**src/rtl/step_pulse_gen_pkg.sv**
```systemverilog
// Shared types and default constants for the step pulse generator and its siblings.
package step_pulse_gen_pkg;

   localparam int unsigned DEBOUNCE_CYCLES_DEF = 16;
   localparam int unsigned CNT_W_DEF           = 16;
   localparam int unsigned STEP_W_DEF          = 16;
   localparam int unsigned AUTO_PERIOD_DEF     = 1000;

   typedef enum logic [1:0] {
      IDLE         = 2'd0,
      PRESS_WAIT   = 2'd1,
      HELD         = 2'd2,
      RELEASE_WAIT = 2'd3
   } state_e;

endpackage

```
**src/rtl/step_pulse_gen_if.sv**
```systemverilog
// Stepping-source / step-enable bundle between the board input side and the core.
// auto_mode exists only when AUTO_STEP_EN is defined.
interface step_pulse_gen_if #(
   parameter int unsigned STEP_W = step_pulse_gen_pkg::STEP_W_DEF
);
   logic              step_in;
`ifdef AUTO_STEP_EN
   logic              auto_mode;
`endif
   logic              step_pulse;
   logic [STEP_W-1:0] step_count;
   logic              busy;

`ifdef AUTO_STEP_EN
   modport master (output step_in, output auto_mode,
                   input  step_pulse, input step_count, input busy);
   modport slave  (input  step_in, input  auto_mode,
                   output step_pulse, output step_count, output busy);
`else
   modport master (output step_in,
                   input  step_pulse, input step_count, input busy);
   modport slave  (input  step_in,
                   output step_pulse, output step_count, output busy);
`endif
endinterface

```
**src/rtl/step_pulse_gen_sync_2ff.sv**
```systemverilog
// Generic two-flop synchroniser, async active-high reset to 0; reused for board inputs.
module sync_2ff #(
   parameter int unsigned WIDTH = 1
) (
   input  logic             clk,
   input  logic             rst,
   input  logic [WIDTH-1:0] d_i,
   output logic [WIDTH-1:0] q_o
);
   logic [WIDTH-1:0] s1_q;
   logic [WIDTH-1:0] s2_q;

   always_ff @(posedge clk or posedge rst) begin
      if (rst) begin
         s1_q <= '0;
         s2_q <= '0;
      end else begin
         s1_q <= d_i;
         s2_q <= s1_q;
      end
   end

   assign q_o = s2_q;
endmodule

```
**src/rtl/step_pulse_gen.sv**
```systemverilog
// Debounced single-cycle step enable for the KGP-miniRISC core, plus a wrapping step count.
// Optional AUTO_STEP_EN adds auto_mode: internal periodic stepping every AUTO_PERIOD cycles.
module step_pulse_gen
   import step_pulse_gen_pkg::*;
#(
   parameter int unsigned DEBOUNCE_CYCLES = DEBOUNCE_CYCLES_DEF,
   parameter int unsigned CNT_W           = CNT_W_DEF,
   parameter int unsigned STEP_W          = STEP_W_DEF
`ifdef AUTO_STEP_EN
   ,
   parameter int unsigned AUTO_PERIOD     = AUTO_PERIOD_DEF
`endif
) (
   input  logic            clk,
   input  logic            rst,
   step_pulse_gen_if.slave pulse_if
);
   localparam logic [CNT_W-1:0] CNT_LAST = CNT_W'(DEBOUNCE_CYCLES - 1);

   state_e            state_q, state_d;
   logic [CNT_W-1:0]  cnt_q,   cnt_d;
   logic [STEP_W-1:0] count_q, count_d;
   logic              pulse_q, pulse_d;
   logic              busy_q,  busy_d;
   logic              s2_c;
   logic              auto_c;

   sync_2ff #(.WIDTH(1)) u_sync (
      .clk (clk),
      .rst (rst),
      .d_i (pulse_if.step_in),
      .q_o (s2_c)
   );

`ifdef AUTO_STEP_EN
   // Period counter runs 1..AUTO_PERIOD while auto_mode is high, so the first
   // pulse lands AUTO_PERIOD cycles after auto_mode is first sampled.
   localparam int unsigned PER_W = $clog2(AUTO_PERIOD + 1);
   logic [PER_W-1:0] per_q, per_d;

   assign auto_c = pulse_if.auto_mode;

   always_ff @(posedge clk or posedge rst) begin
      if (rst) per_q <= '0;
      else     per_q <= per_d;
   end
`else
   assign auto_c = 1'b0;
`endif

   // State and registered outputs
   always_ff @(posedge clk or posedge rst) begin
      if (rst) begin
         state_q <= IDLE;
         cnt_q   <= '0;
         count_q <= '0;
         pulse_q <= 1'b0;
         busy_q  <= 1'b0;
      end else begin
         state_q <= state_d;
         cnt_q   <= cnt_d;
         count_q <= count_d;
         pulse_q <= pulse_d;
         busy_q  <= busy_d;
      end
   end

   // Next-state logic
   always_comb begin
      state_d = state_q;
      case (state_q)
         IDLE:         if (s2_c) state_d = PRESS_WAIT;
         PRESS_WAIT:   if (!s2_c) state_d = IDLE;
                       else if (cnt_q == CNT_LAST) state_d = HELD;
         HELD:         if (!s2_c) state_d = RELEASE_WAIT;
         RELEASE_WAIT: if (s2_c) state_d = HELD;
                       else if (cnt_q == CNT_LAST) state_d = IDLE;
         default:      state_d = IDLE;
      endcase
      if (auto_c) state_d = IDLE;
   end

   // Counter, pulse, step count and busy
   always_comb begin
      cnt_d   = '0;
      pulse_d = 1'b0;
      busy_d  = (state_q != IDLE);
      case (state_q)
         PRESS_WAIT: begin
            if (s2_c) begin
               if (cnt_q == CNT_LAST) pulse_d = 1'b1;
               else                   cnt_d   = cnt_q + CNT_W'(1);
            end
         end
         RELEASE_WAIT: begin
            if (!s2_c && (cnt_q != CNT_LAST)) cnt_d = cnt_q + CNT_W'(1);
         end
         default: ;
      endcase
`ifdef AUTO_STEP_EN
      per_d = '0;
      if (auto_c) begin
         cnt_d   = '0;
         pulse_d = (per_q == PER_W'(AUTO_PERIOD));
         per_d   = pulse_d ? PER_W'(1) : per_q + PER_W'(1);
      end
`endif
      count_d = pulse_d ? count_q + STEP_W'(1) : count_q;
   end

   assign pulse_if.step_pulse = pulse_q;
   assign pulse_if.step_count = count_q;
   assign pulse_if.busy       = busy_q;
endmodule
```
**src/flat_wrapper.sv**
```systemverilog
// flat-port wrapper written by rule: the top's interface ports become plain ports
module step_pulse_gen_flat import step_pulse_gen_pkg::*;
#(
   parameter int unsigned DEBOUNCE_CYCLES = DEBOUNCE_CYCLES_DEF,
   parameter int unsigned CNT_W           = CNT_W_DEF,
   parameter int unsigned STEP_W          = STEP_W_DEF

)
  (clk, rst, pulse_if_step_in, pulse_if_step_pulse, pulse_if_step_count, pulse_if_busy);
  step_pulse_gen_if #(.STEP_W(STEP_W)) pulse_if_i ();
  input  logic clk;
  input  logic rst;
  input wire logic [$bits(pulse_if_i.step_in)-1:0] pulse_if_step_in;
  output wire logic [$bits(pulse_if_i.step_pulse)-1:0] pulse_if_step_pulse;
  output wire logic [$bits(pulse_if_i.step_count)-1:0] pulse_if_step_count;
  output wire logic [$bits(pulse_if_i.busy)-1:0] pulse_if_busy;
  assign pulse_if_i.step_in = pulse_if_step_in;
  assign pulse_if_step_pulse = pulse_if_i.step_pulse;
  assign pulse_if_step_count = pulse_if_i.step_count;
  assign pulse_if_busy = pulse_if_i.busy;
  step_pulse_gen #(.DEBOUNCE_CYCLES(DEBOUNCE_CYCLES), .CNT_W(CNT_W), .STEP_W(STEP_W)) u_core (.clk(clk), .rst(rst), .pulse_if(pulse_if_i));
endmodule
```
**config.mk**
```make
export PLATFORM = sky130hd
export DESIGN_NAME = step_pulse_gen_flat
export DESIGN_NICKNAME = d
export VERILOG_FILES = /design/src/rtl/step_pulse_gen_pkg.sv /design/src/rtl/step_pulse_gen_if.sv /design/src/rtl/step_pulse_gen_sync_2ff.sv /design/src/rtl/step_pulse_gen.sv /design/src/flat_wrapper.sv
export SDC_FILE = /design/constraint.sdc
export NUM_CORES = 1
export LEC_CHECK = 0
export CORE_MARGIN = 3
export CORE_UTILIZATION = 30
export CTS_CLUSTER_SIZE = 20
export DETAILED_ROUTE_END_ITERATION = 10
export GPL_TIMING_DRIVEN = 0
export PLACE_DENSITY = 0.46
export SYNTH_ARGS = -nofsm -noshare
export SYNTH_HDL_FRONTEND = slang
export SYNTH_SLANG_ARGS = --single-unit
```
**constraint.sdc**
```tcl
create_clock -name clk -period 2.8 [get_ports clk]
set_input_delay 0.28 -clock clk [delete_from_list [all_inputs] [get_ports clk]]
set_output_delay 0.28 -clock clk [all_outputs]
set_load 0.02 [all_outputs]
```
## Yosys cells after proc, flatten, opt, wreduce, memory -nomap -nowiden

Cells that the tools add are included.

| word-level totals | value |
|---|---|
| bits in registers | 38 |
| input bits | 3 |
| output and inout bits | 18 |
| logic and storage cells | 37 |

| operators by class | value |
|---|---|
| add/sub/neg operators | 2 |
| equal/unequal tests | 9 |
| multiplexer cells | 14 |
| reduce and logical (&&, ||, !) cells | 5 |

Operators with widths:

| cell | number |
|---|---|
| $mux W16 | 3 |
| $add A16 B1 Y16 const B | 2 |
| $pmux W16 S2 | 1 |
| $eq A16 B4 Y1 const B | 1 |
| $ne A16 B4 Y1 const B | 1 |
| $mux W2 | 6 |
| $pmux W2 S4 | 1 |
| $ne A3 B2 Y1 const B | 2 |
| $eq A2 B2 Y1 const B | 2 |
| $ne A2 B2 Y1 const B | 2 |
| $reduce_and A4 Y1 | 1 |
| $mux W1 | 3 |
| $eq A2 B1 Y1 const B | 1 |
| $logic_not A2 Y1 | 1 |
| $reduce_bool A2 Y1 | 1 |
| $logic_and A1 B1 Y1 | 1 |
| $logic_not A1 Y1 | 1 |

## Depth between registers and ports, before layout

| logic depth | value |
|---|---|
| word-level depth | 4 |
| mapped depth | 7 |
| depth with buffers taken out | 6 |

## Cells and area by module

A second synthesis with hierarchy kept.

| second synthesis, totals | value |
|---|---|
| cells, all modules | 169 |
| area total of the unflattened synthesis | 1889.3 um^2 |

By module, submodules not included:

| module | times used | cells each | area an instance (um^2) | sequential area each (um^2) |
|---|---|---|---|---|
| step_pulse_gen | 1 | 166 | 1835.5 | 900.9 |
| sync_2ff | 1 | 3 | 53.8 | 50.0 |

## Worst setup path after synthesis

No wires, ideal clock.

| timing path | value |
|---|---|
| path type | reg-to-reg |
| start | register u_core.cnt_q[8] |
| end | register u_core.count_q[1], in the netlist u_core.pulse_if.step_count[1] |
| library setup time | 0.127 ns |
| arrival | 1.899 ns |
| data required time | 2.673 ns |
| setup slack | 0.774 ns |
| cell stages (with the launch flop) | 6 |
| buffers on the path | 1 |
| clock period less this slack | 2.026 ns |
| cells stage by stage | dfrtp_1 -> or4_4 -> nor4_4 -> and2_1 -> buf_6 -> mux2_1 |

| on the way | value |
|---|---|
| longest elaborated chain between the ends | 4 |

RTL lines:

| element | line | RTL |
|---|---|---|
| from (decl) | step_pulse_gen.sv:21 | `logic [CNT_W-1:0] cnt_q, cnt_d;` |
| from (signal assigned) | step_pulse_gen.sv:61 | `cnt_q <= cnt_d;` |
| $eq A16 B4 Y1 | step_pulse_gen.sv:91 | `if (cnt_q == CNT_LAST) pulse_d = 1'b1;` |
| $mux W1 | step_pulse_gen.sv:91 |  |
| $mux W1 | step_pulse_gen.sv:90 | `if (s2_c) begin` |
| $mux W1 | step_pulse_gen.sv:88 | `case (state_q)` |
| named net u_core.pulse_d | step_pulse_gen.sv:23 | `logic pulse_q, pulse_d;` |
| to (signal assigned) | step_pulse_gen.sv:62 | `count_q <= count_d;` |
| to (decl) | step_pulse_gen.sv:22 | `logic [STEP_W-1:0] count_q, count_d;` |

The timed path passes the listed nets, and every way through them passes these cells.
A chain may end at the register's enable or synchronous reset.

## Worst setup path after layout

| timing path | value |
|---|---|
| start | register u_core.cnt_q[12] |
| end | register u_core.cnt_q[3] |

| on the way | value |
|---|---|
| longest elaborated chain between the ends | 4 |
| elaborated cells between the ends (all ways) | 7 |
| classes of those cells | eq/ne: 2; mux: 4; reduce/logical: 1 |

RTL lines:

| element | line |
|---|---|
| $eq A16 B4 Y1 / $ne A16 B4 Y1 (equally long branches) | step_pulse_gen.sv:91, step_pulse_gen.sv:96 |
| $mux W16 / $logic_and A1 B1 Y1 (equally long branches) | step_pulse_gen.sv:91, step_pulse_gen.sv:96 |
| $mux W16, on equally long branches | step_pulse_gen.sv:90, step_pulse_gen.sv:96 |
| $pmux W16 S2 * | step_pulse_gen.sv:88 |
| named net u_core.cnt_d[3] | step_pulse_gen.sv:21 |

Mark *: on every way through the listed nets, which the timed path passes. The rest lies on a longest branch.

==> results.md <==
- Result of the run: completed
- Count of buffers inserted at the top-level ports: 20
- Sequential-to-total area share from yosys stat: 53.7%
- Register clock-pin slew on the reported worst setup and hold paths: about 70 ps
- Highest-delay cell along the critical path: or4_4
- Net count after synthesis: roughly 170
- Root buf cell: clkbuf_8
- Detail-routed via count per cell: 4.52
- Number of DRC markers in iteration 0: 41
- Compound-gate portion of the synthesized area: 0%
- Mean instance size in the synthesized netlist: 10.9 um^2
- Slew of the pin with the lowest slew margin: 780 ps
- Clock insertion delay at the later pin of the skew report: roughly 280 ps
- Max FO, Critical Path: 10
- Path type of the worst setup path: register to register
- Die outline height: 82.8 um
- Layout Cells excl Fill: between 200 and 300
- Nature of the critical path startpoint: register
- Family with the most delay on the worst path: simple AND/OR/NAND/NOR gates
- Type of destination of the critical path: register
- Crit path buf inv count: 2
- Maximum cell stage delay along the critical path: a little under 600 ps
- Number of clock sinks: 38
- R2r startpoint: u_core.cnt_q[12]
- Routability congestion estimate from global placement: 0.803
- Hold violation count in the final report: 0
- Portion of the clock cycle consumed by the worst path in the final layout: between 70% and 80%
- Number of standard cells after synthesis: roughly 160
- Post-detailed-route wirelength per cell: approximately 13 um
- Setup tns final: 0 ps
- Total of max-cap violations: 0
- PD cells: 437 mW/mm^2
- Simple-gate portion of the synthesized area: 25.9%
- Post-route DRC: 0
- Register-to-register setup slack: a little under 600 ps
- Crit Reg-Reg Endpoint: u_core.cnt_q[3]
- Hold-fix buffer count after cts: 0
- Worst supply voltage drop on vdd: roughly 0.00021 V
- Combinational family with the most area after synthesis: simple AND/OR/NAND/NOR gates
- Aggregate global-route resource usage: between 10% and 20%
- DIE AREA: roughly 0.0069 mm^2
- Final critical path time including I/O delays and setup: about 2200 ps
- Number of buffers inserted by post-CTS setup repair: 0
- Netlist area before placement: between 0.0015 and 0.002 mm^2
- Number of cells traversed by the worst hold path: 0
- Fraction of final layout cells with drive strength greater than 1: 10.1%
- Number of gates resized after cts: 0
- Dominant cells by area after synthesis: dfrtp_1, xor2_1, xnor2_1
- Antenna violations before repair: 0
- Leading cell types in the layout, fill and taps excluded: dfrtp_1, nor2_1, clkdlybuf4s50_1, xor2_1, xnor2_1
- Cts bufs inserted: 5
- Fin nets: 194
- Max-slew violations: 0
- Post-synth top area share: 53.7%
- Count of state elements after synthesis: 38
- Highest clock frequency the design can meet: 453 MHz
- Vias in the first global route: 1240
- Most common cell after layout, fill and taps aside: dfrtp_1
- Boundary pin count: 21
- Final wirelength: 3390 um
- TritonCTS clock tree: yes
- Post-Route Skew: approximately 6.7 ps
- Setup repair after global routing missed its margin: no
- Level count of the clock H-tree: 2
- Post-synthesis to final-layout area growth: 20.7%
- Post-Synth Adder-Cell Area: 1.41%
- Required time worst endpoint: 2970 ps
- Horizontal die dimension: between 80 and 90 um
- Longest Clk Path Bufs: 2
- Mux share of post-synthesis cell area: 1.27%
- Path depth of the worst reg2reg path: 6
- Core Footprint: 0.00561 mm^2
- Static Leakage: 0.934 nW
- Post-detailed-placement half-perimeter wirelength: about 2400 um
- Placement row count: 27
- Worst hold-check path type: register to register
- Initial core utilization: 31.5%
- Count of inserted antenna diode cells: 0
- Detail Route Antenna Nets: 0
- Warning count from the yosys run: 0
- Residual overflow from global routing: 0
- Worst Hold Launch: u_core.u_sync.s1_q
- Max transition margin: 47.9%
- Xor/xnor share of the synthesized area: 15.3%
- Pin count of the biggest net entering global routing: 39
- Data arrival at the endpoint of the critical path: 2380 ps
- Routed via count: 1180
- Hold Path Sink: u_core.u_sync.q_o
- Wire length of the first global-routing pass: 6070 um
- Critical path, cell by cell: or4_4 -> nor4_4 -> or2_1 -> clkbuf_1 -> buf_2 -> nor2_1
- Final Hold Slack: about 350 ps
- Inst Count DP: 254
- Final setup violating endpoints: 0
- Largest area contributor in the synthesized netlist: dfrtp_1
- Router iterations before antenna repair: 4
- Number of different library cells in the post-synthesis netlist: 30
-- sequential cells by signal (all words and copies together), names as in the netlist, named ones only --
signal and flops:
u_core.cnt_q 16, u_core.pulse_if.step_count 16, u_core.pulse_if.busy 1, u_core.pulse_if.step_pulse 1, u_core.state_q 1, u_core.u_sync.q_o 1
u_core.u_sync.s1_q 1
-- Yosys cell counts --
| master | number |
|---|---|
| buf_6 | 1 |
| nand2_1 | 12 |
| and4_4 | 1 |
| or3_1 | 1 |
| nor4_4 | 2 |
| xor2_2 | 1 |
| nand4_1 | 7 |
| xnor2_1 | 14 |
| nor4_1 | 2 |
| nand3_1 | 9 |
| or4_4 | 2 |
| dfrtp_1 | 38 |
| nor2_1 | 25 |
| ha_1 | 2 |
| and2b_1 | 1 |
| xor2_1 | 15 |
| nand3_2 | 2 |
| and3_1 | 3 |
| mux2_1 | 1 |
| or2_1 | 1 |
| buf_2 | 1 |
| mux2_2 | 1 |
| or2_2 | 2 |
| or4_1 | 3 |
| nor3_1 | 4 |
| inv_1 | 5 |
| and4_1 | 1 |
| nor2b_1 | 1 |
| clkbuf_1 | 2 |
| and2_1 | 2 |
-- through the flow --
step / power [mW] / instance area (um^2) / util, % / setup WS [ps]
5_1_grt: 0.979 / 2140 / 38.1 / 406
6_report: 0.933 / 2140 / 38.1 / 592
3_5_place_dp: 0.594 / 2060 / 36.7 / 578
3_3_place_gp: 0.593 / 2060 / 36.7 / 581
4_1_cts: 0.952 / 2140 / 38.1 / 570
2_1_floorplan: 0.583 / 1770 / - / 774
-- routing by layer --
metal  vias to the layer above  GRT usage, %  wire length, um
li1                        593             -                -
met1                       566          16.5             1730
met2                        18          17.1             1530
met3                         3          4.00              101
met4                         0          4.58               27
met5                         -             0                0
-- power by group --
| group | internal (mW) | switching (mW) | total (mW) | leakage [nW] |
|---|---|---|---|---|
| clock network | 0.171 | 0.179 | 0.350 | 0.0383 |
| registers | 0.553 | 0.00330 | 0.556 | 0.521 |
| logic | 0.00756 | 0.0183 | 0.0259 | 0.375 |
-- cells by family (layout without fill, tap and decap cells) --
kind of cell | count (synthesis) | in the layout
xor+xnor | 30 | 30
fa+ha+maj | 2 | 2
buf+inv | 9 | 36
flops | 38 | 38
mux | 2 | 2
simple gates | 81 | 81
-- worst max path at each step --
stage,cells past startpoint,end,startpoint
after floorplan,5,u_core.pulse_if.step_count[1],u_core.cnt_q[8]
after global placement,6,u_core.cnt_q[15],u_core.cnt_q[12]
after detailed placement,6,u_core.cnt_q[3],u_core.cnt_q[12]
after CTS,6,u_core.cnt_q[3],u_core.cnt_q[12]
after global routing,6,u_core.cnt_q[3],u_core.cnt_q[12]
final,6,u_core.cnt_q[3],u_core.cnt_q[12]
-- area by class of cell --
class	instances	area [um^2]
clock buffer	7	76.3
fill	576	3470
buffer	4	23.8
sequential	38	951
inverter	5	18.8
tap	72	90.1
multi-input combinational	115	776
timing repair buffer	20	200
-- worst reg2reg max path: stages (launching register included) --
cell and delay (ps):
dfrtp_1 420, or4_4 590, nor4_4 330, or2_1 150, clkbuf_1 240, buf_2 290, nor2_1 80
No activity file was read; power rests on OpenSTA's default activity.
